### src/rtl/write_logic_pkg.sv
// Shared FIFO definitions: default geometry and the push/pop qualification rule
// used by both the write and read controllers.
package write_logic_pkg;

  localparam int unsigned FIFO_MEM_SIZE  = 4;
  localparam int unsigned FIFO_WORD_SIZE = 6;
  localparam int unsigned FIFO_PTR_L     = 3;

  // Occupancy update selector, encoded as {push, pop}.
  typedef enum logic [1:0] {
    OCC_HOLD = 2'b00,
    OCC_DEC  = 2'b01,
    OCC_INC  = 2'b10,
    OCC_BOTH = 2'b11
  } occ_op_e;

  // A request is honoured unless its side is blocked (full for push, empty
  // for pop); the opposite request in the same cycle lifts the block.
  function automatic logic qualify_req(input logic reset_l,
                                       input logic req,
                                       input logic blocked,
                                       input logic bypass);
    return reset_l & req & (~blocked | bypass);
  endfunction

endpackage

### src/rtl/write_logic_status_flags.sv
// Combinational decode of FIFO occupancy into full/empty and threshold flags.
module fifo_status_flags
  import write_logic_pkg::*;
#(
  parameter int unsigned PTR_L    = FIFO_PTR_L,
  parameter int unsigned MEM_SIZE = FIFO_MEM_SIZE,
  parameter int unsigned AF_TH    = 3,
  parameter int unsigned AE_TH    = 1
) (
  input  logic [PTR_L-1:0] occupancy,
  output logic             fifo_full,
  output logic             fifo_empty,
  output logic             almost_full,
  output logic             almost_empty
);

  always_comb begin
    fifo_full    = (occupancy == PTR_L'(MEM_SIZE));
    fifo_empty   = (occupancy == '0);
    almost_full  = (occupancy >= PTR_L'(AF_TH));
    almost_empty = (occupancy <= PTR_L'(AE_TH));
  end

endmodule

### src/rtl/write_logic.sv
// FIFO write-side controller: write strobe and pointer, occupancy counter,
// status flags and sticky overflow/underflow errors.
module write_logic
  import write_logic_pkg::*;
#(
  parameter int unsigned MEM_SIZE  = FIFO_MEM_SIZE,
  parameter int unsigned WORD_SIZE = FIFO_WORD_SIZE,
  parameter int unsigned PTR_L     = FIFO_PTR_L,
  parameter int unsigned AF_TH     = 3,
  parameter int unsigned AE_TH     = 1
) (
  input  logic             clk,
  input  logic             reset_L,
  input  logic             fifo_wr,
  input  logic             fifo_rd,
  output logic [PTR_L-1:0] wr_ptr,
  output logic             push,
  output logic [PTR_L-1:0] occupancy,
  output logic             fifo_full,
  output logic             fifo_empty,
  output logic             almost_full,
  output logic             almost_empty,
  output logic             overflow,
  output logic             underflow
);

  if (MEM_SIZE >= (1 << PTR_L) || WORD_SIZE == 0) begin : g_bad_cfg
    $error("write_logic: MEM_SIZE must fit below 2**PTR_L and WORD_SIZE must be nonzero");
  end

  logic    pop_i;
  occ_op_e occ_op;

  always_comb begin
    push   = qualify_req(reset_L, fifo_wr, fifo_full, fifo_rd);
    pop_i  = qualify_req(reset_L, fifo_rd, fifo_empty, fifo_wr);
    occ_op = occ_op_e'({push, pop_i});
  end

  always_ff @(posedge clk) begin
    if (!reset_L) begin
      wr_ptr    <= '0;
      occupancy <= '0;
      overflow  <= 1'b0;
      underflow <= 1'b0;
    end else begin
      if (push) begin
        wr_ptr <= (wr_ptr == PTR_L'(MEM_SIZE - 1)) ? '0 : wr_ptr + PTR_L'(1);
      end
      case (occ_op)
        OCC_INC: occupancy <= occupancy + PTR_L'(1);
        OCC_DEC: occupancy <= occupancy - PTR_L'(1);
        default: occupancy <= occupancy;
      endcase
      if (fifo_wr & fifo_full & ~fifo_rd) overflow <= 1'b1;
      if (fifo_rd & fifo_empty & ~fifo_wr) underflow <= 1'b1;
    end
  end

  fifo_status_flags #(
    .PTR_L    (PTR_L),
    .MEM_SIZE (MEM_SIZE),
    .AF_TH    (AF_TH),
    .AE_TH    (AE_TH)
  ) u_flags (
    .occupancy    (occupancy),
    .fifo_full    (fifo_full),
    .fifo_empty   (fifo_empty),
    .almost_full  (almost_full),
    .almost_empty (almost_empty)
  );

endmodule

### config.mk
export PLATFORM = sky130hd
export DESIGN_NAME = write_logic
export DESIGN_NICKNAME = d
export VERILOG_FILES = /design/src/rtl/write_logic_pkg.sv /design/src/rtl/write_logic_status_flags.sv /design/src/rtl/write_logic.sv
export SDC_FILE = /design/constraint.sdc
export NUM_CORES = 1
export LEC_CHECK = 0
export CORE_AREA = 2 2 39 41
export DETAILED_ROUTE_END_ITERATION = 10
export DIE_AREA = 0 0 41 43
export GPL_TIMING_DRIVEN = 0
export PLACE_DENSITY_LB_ADDON = 0.25
export SKIP_CTS_REPAIR_TIMING = 1
export SYNTH_ARGS = -nofsm -noshare
export SYNTH_HDL_FRONTEND = slang
export SYNTH_SLANG_ARGS = --single-unit
### constraint.sdc
create_clock -name clk -period 2.2 [get_ports clk]
set_input_delay 0.66 -clock clk [delete_from_list [all_inputs] [get_ports clk]]
set_output_delay 0.66 -clock clk [all_outputs]
set_load 0.01 [all_outputs]
**Word level (Yosys, flattened, before mapping)**

Index checks and enable logic that the tools add are counted.

- Bits in registers: 8
- Bits in latches: 0
- RAM bits: 0
- ROM bits: 0
- Bits of input ports: 4
- Output and inout port bits: 13
- Memories kept: 0

- Add/subtract/negate cells: 3
- Multipliers: 0
- Divide/modulo/power cells: 0
- Magnitude comparators: 2
- Eq/ne operators: 4
- Shift operators: 0
- Muxes and demuxes: 2
- Bitwise gates (word level): 14
- Reduce and logical (&&, ||, !) cells: 2

Operators with widths:

| cell | count |
|---|---|
| 1-bit AND | 8 |
| 3-bit by 1-bit adder with 3-bit output (second input constant) | 2 |
| 3-bit one-hot mux with 2 select lines | 1 |
| 1-bit NOT | 4 |
| 3-bit by 2-bit equality test with 1-bit output (second input constant) | 1 |
| 3-bit equality test (second input constant) | 1 |
| 3-bit by 2-bit >= comparator with 1-bit output (second input constant) | 1 |
| 3-bit by 1-bit <= comparator with 1-bit output (second input constant) | 1 |
| 3-bit zero test | 1 |
| 3-bit two-way mux | 1 |
| 3-bit by 1-bit subtractor with 3-bit output (second input constant) | 1 |
| 2-bit by 1-bit equality test with 1-bit output (second input constant) | 1 |
| 2-bit equality test (second input constant) | 1 |
| 1-bit bitwise OR | 2 |
| 2-bit nonzero test | 1 |

**Longest topological paths before layout**

Gate-level depths: netlist of run 1.

- Word-level depth: 6
- Mapped depth: 9

**By module**

From an unflattened synthesis of run 1, not the netlist that was laid out.

- Cells, all modules: 44
- Area total of the unflattened synthesis: 411.6 µm²

Modules (own cells, without submodules):

| module | times used | cells each | area an instance (µm²) | seq. area each (µm²) |
|---|---|---|---|---|
| write_logic | 1 | 40 | 381.6 | 160.2 |
| fifo_status_flags | 1 | 4 | 30.0 | 0.0 |

**Worst setup path before layout of run 1**

Ideal clock, no wire load.

- Kind: reg2out
- Start point: register occupancy[0]
- End point: output port push
- Arrival time: 1.153 ns
- Slack: 0.387 ns
- Cell stages (with the launch flop): 6
- Cell sequence: dfxtp_1 -> inv_1 -> ha_1 -> nand2_2 -> o21a_4 -> and2_2

- Cells in the longest elaborated chain, start to end: 4

RTL lines:

| item | RTL line | source |
|---|---|---|
| from (decl) | write_logic.sv:18 | `output logic [PTR_L-1:0] occupancy,` |
| from (signal assigned) | write_logic.sv:51 | `OCC_INC: occupancy <= occupancy + PTR_L'(1);` |
| from (signal assigned) | write_logic.sv:52 | `OCC_DEC: occupancy <= occupancy - PTR_L'(1);` |
| from (signal assigned) | write_logic.sv:53 | `default: occupancy <= occupancy;` |
| 3-bit equality test | write_logic_status_flags.sv:18 | `fifo_full = (occupancy == PTR_L'(MEM_SIZE));` |
| 1-bit NOT | write_logic_pkg.sv:23 | `return reset_l & req & (~blocked \| bypass);` |
| 1-bit bitwise OR | write_logic_pkg.sv:23 |  |
| 1-bit AND | write_logic_pkg.sv:23 |  |
| to (decl) | write_logic.sv:17 | `output logic push,` |

No other way between the ends.

**Worst setup path in the final report of run 1**

- Start point: register occupancy[1]
- End point: output port push

The elaborated chain is that of the path after synthesis.

==> results, run 1 <==
- After synthesis, the cell types taking the most area are sky130_fd_sc_hd__dfxtp_1, sky130_fd_sc_hd__ha_1, sky130_fd_sc_hd__inv_1, sky130_fd_sc_hd__nand2_1, sky130_fd_sc_hd__nor2_1.
- The endpoint type of the worst setup path is an output pin.
- The congestion estimate from routability-driven global placement came to 0.6350.
- The relative max-transition margin is 86.61%.
- The total standard cell area after synthesis is around 490 sq um.
- The share of async-settable or async-resettable flops after synthesis is 0%.
- The final-report setup violation count is 0.
- In this run the worst path has a maximum fanout of 6.
- The worst setup path is launched from a flip-flop.
- The TritonCTS clock tree is built.
- The synthesis-to-layout area growth is 42.31%.
- The setup total negative slack is 0 ns.
- Setup repair after global routing could not meet its margin everywhere.
- Final hold analysis gives a worst-case slack of 0.4667 ns.
- Summing internal, switching and leakage power gives about 0.46 mW.
- Summed over all layers, the routed wires come to 940 um.
- The portion of netlist area occupied by mux cells is 4.103%.
- The number of placed instances, taps included is 87.
- The startpoint of the most critical hold path is underflow$_SDFFE_PN0P_.
- The first global-routing pass estimated roughly 1.5 mm of wire.
- Walking the worst path, the cells encountered are inv_2 -> ha_1 -> nand2_2 -> o21a_4 -> and2_2 -> clkbuf_2.
- The worst reg-to-reg setup slack is 0.44 ns.
- The number of buffers on the longest clock path is 2.
- The depth of the worst hold-timing path is 2.
- The worst register-to-register path has a depth of 8.
- For the pin with the worst max-slew slack, the measured transition is 0.2002 ns.
- After floorplanning, the core was sized to cover around 1400 sq um.
- The die covers 1763 sq um.
- The startpoint identified for the worst register-to-register timing path is occupancy[0]$_SDFFE_PN0P_.
- The residual antenna-violating net count after detailed routing is 0.
- The total inserted antenna cells is 0.
- The overall routing resource usage is between 10% and 20%.
- The timing startpoint of the critical path is occupancy[1]$_SDFFE_PN0P_.
- After detailed routing, the number of remaining DRC violations is 0.
- The critical path required time is 1.54 ns.
- Pin placement for this block handled 17 I/O pins.
- Summing the areas of all xor and xnor instances in the mapped netlist gives 3.590% of the synthesized area.
- The yosys synthesis warning count is 0.
- Using the TritonRoute via totals, the vias-per-cell ratio works out to 4.856.
- The via count of the routed design is between 400 and 500.
- After clock tree synthesis, the clock-pin slew on the worst setup and hold paths is 0.06 ns.
- The critical path runs through a total of 6 cells.
- The area share of and/or/nand/nor cells after synthesis is roughly 15%.
- The number of global-route vias before repair came to 378.
- Max-cap violations in this run came to 0.
- In this run, the number of DRC markers left after iteration 0 of detailed routing was 3.
- The synthesized design spends more area on one cell type than any other, namely sky130_fd_sc_hd__dfxtp_1.
- The run finished with clean final reports.
- The ratio of total power to cell area is 660.1 nW/um^2.
- The initial antenna violation count was 0.
- The highest clock frequency the design can meet is 472.1 MHz.
- Among all cell types in the netlist, the one instantiated most often is sky130_fd_sc_hd__dfxtp_1.
- For this run, the register share of the synthesized area comes to about a third.
- The share of synthesized area in the top cell type comes to between 30 and 40%.
- The synthesized area per cell is approximately 8.7 sq um.
- The detailed-routing iteration count for the pre-antenna-repair pass is 2.
- The highest-delay cell along the critical path is sky130_fd_sc_hd__dfxtp_2.
- The clock network latency to the later pin of the worst-skew pair is 0.25 ns.
- After detailed routing, the average wire length per cell comes to 10.44 um.
- The maximum clock skew at final layout is 0.008469 ns.
- The width of the chip is 41 um.
- The critical path arrival is between 1 and 1.5 ns.
- The type of the worst min-delay path is reg2reg.
- After the last flow step, the layout net total stands at slightly below 90.
- The wire-length estimate of the detail-placed layout is 718.2 um.
- The hold violation count in the final report came to 0.
- By count the netlist is led by sky130_fd_sc_hd__dfxtp_1, sky130_fd_sc_hd__ha_1, sky130_fd_sc_hd__inv_1.
- The worst path uses between 90% and 100% of the clock period.
- The synthesized netlist devotes 17.95% of its cell area to adder and majority cells.
- The initialized floorplan defines 14 standard-cell rows.
- The synthesized netlist cell count is 56.
- In this run the static leakage power is 0.3674 nW.
- The number of enable-type register cells in the synthesized netlist is 0.
- The tree is rooted in a sky130_fd_sc_hd__clkbuf_4.
- The gate family responsible for the most delay along the worst path is flip-flops.
- For this run, the slowest stage of the critical path takes 0.33 ns.
- The synthesized netlist net count is 67.
- The initial utilization of the core area, before any placement, comes to a little over a third.
- The maximum number of pins on one net before global-route repair is 10.
- Clock tree synthesis inserted a total of 3 buffers.
- The H-tree depth reported by CTS is 1.
- The top flip-flop cell by instance count after synthesis is sky130_fd_sc_hd__dfxtp_1.
- The total of buffers placed on input and output ports is 15.
- The setup path with the least slack is of type reg2out.
- The finished layout holds 90 standard cells, fillers aside.
- The largest voltage drop on the vdd net is 0.4034 mV.
- The number of slew-limit violations in the final report is 0.
- The number of sinks driven by the clock tree is 8.
- Cells with a size suffix above 1 make up 21.62% of the layout.
- Counting I/O delays and the setup requirement, the final critical path takes between 2 and 2.5 ns.
- In this run, synthesis produced a sequential element count of 8.
- The count of unique library cells instantiated by Yosys is 22.
- The die boundary height is 43 um.
- The share of the synthesized area in compound gates (AO/OA/AOI/OAI) is 18.97%.
- The combinational family with the most area after synthesis is compound AO/OA/AOI/OAI gates.
- Counting both buffers and inverters, the worst setup path holds a total of 2.
- The total overflow reported by the global router is 0.
==> through the flow <==
stage / utilization, % / cell area (sq um) / setup slack [ns]
floorplan: - / 488.0 / 0.3870
global placement: 47.56 / 658.1 / -0.5241
detailed placement: 47.56 / 658.1 / -0.5217
CTS: 49.19 / 680.7 / -0.5217
global route: 50.18 / 694.4 / -0.005027
finish: 50.18 / 694.4 / 0.08163
==> logic make-up (layout without fill, tap and decap cells) <==
group,after synthesis,after routing
mux,2,2
flops,8,8
fa+ha+maj,7,7
compound gates,12,12
simple gates,16,16
xor+xnor,2,2
buf+inv,9,27
==> final timing paths <==
kind / end
worst max-delay path: push
worst min-delay path: underflow$_SDFFE_PN0P_
worst max register to register: occupancy[1]$_SDFFE_PN0P_
worst min register to register: underflow$_SDFFE_PN0P_
==> tightest hold or removal path: cells and delay by family, from the launching register on <==
| kind | cells | cell delay (ns) |
|---|---|---|
| compound gates | 1 | 0.04 |
| flops | 1 | 0.33 |
| simple gates | 1 | 0.07 |
==> power by group <==
part | switching (mW) | total [mW] | internal, mW
Clock | 0.0486 | 0.111 | 0.0623
Sequential | 0.0151 | 0.176 | 0.161
Combinational | 0.0811 | 0.171 | 0.0903
==> metal layers <==
metal | share of wire (%) | vias up | wire [um] | GRT usage [%]
met4 | 0 | 0 | 0 | 4.000
met1 | 45 | 201 | 422 | 16.08
met2 | 48 | 8 | 451 | 17.50
met5 | 0 | - | 0 | 0
met3 | 7.1 | 0 | 67 | 9.424
li1 | - | 228 | - | -
==> cell usage in the layout, fill, tap and decap left out, drive strengths merged, types with 2 or more instances in the layout <==
cell / count
inv: 8
nand2: 7
dfxtp: 8
a31oi: 2
o21a: 2
dlymetal6s2s: 6
ha: 7
a211oi: 2
nor2: 6
a21oi: 3
clkbuf: 4
mux2i: 2
clkdlybuf4s50: 8
xor2: 2
==> state kept, by name, summed over array words and instances, names as in the netlist <==
name / flops
occupancy: 3
wr_ptr: 3
overflow: 1
underflow: 1
==> area by class of cell <==
| cell class | count | area (sq um) |
|---|---|---|
| flip-flops and latches | 8 | 163.9 |
| multi-input cells | 39 | 290.3 |
| inverters | 8 | 30.03 |
| well taps | 16 | 20.02 |
| plain buffers | 1 | 7.507 |
| fillers | 140 | 689.4 |
| clock buffers | 3 | 22.52 |
| repair buffers | 15 | 160.2 |
Note: power is estimated with default switching activity, not from simulation.
==> run 2: changes to the inputs <==
Settings changed: RECOVER_POWER set to 25.
==> results of run 2 <==
Same layout as run 1: the final DEF is identical, and so are final timing and power.
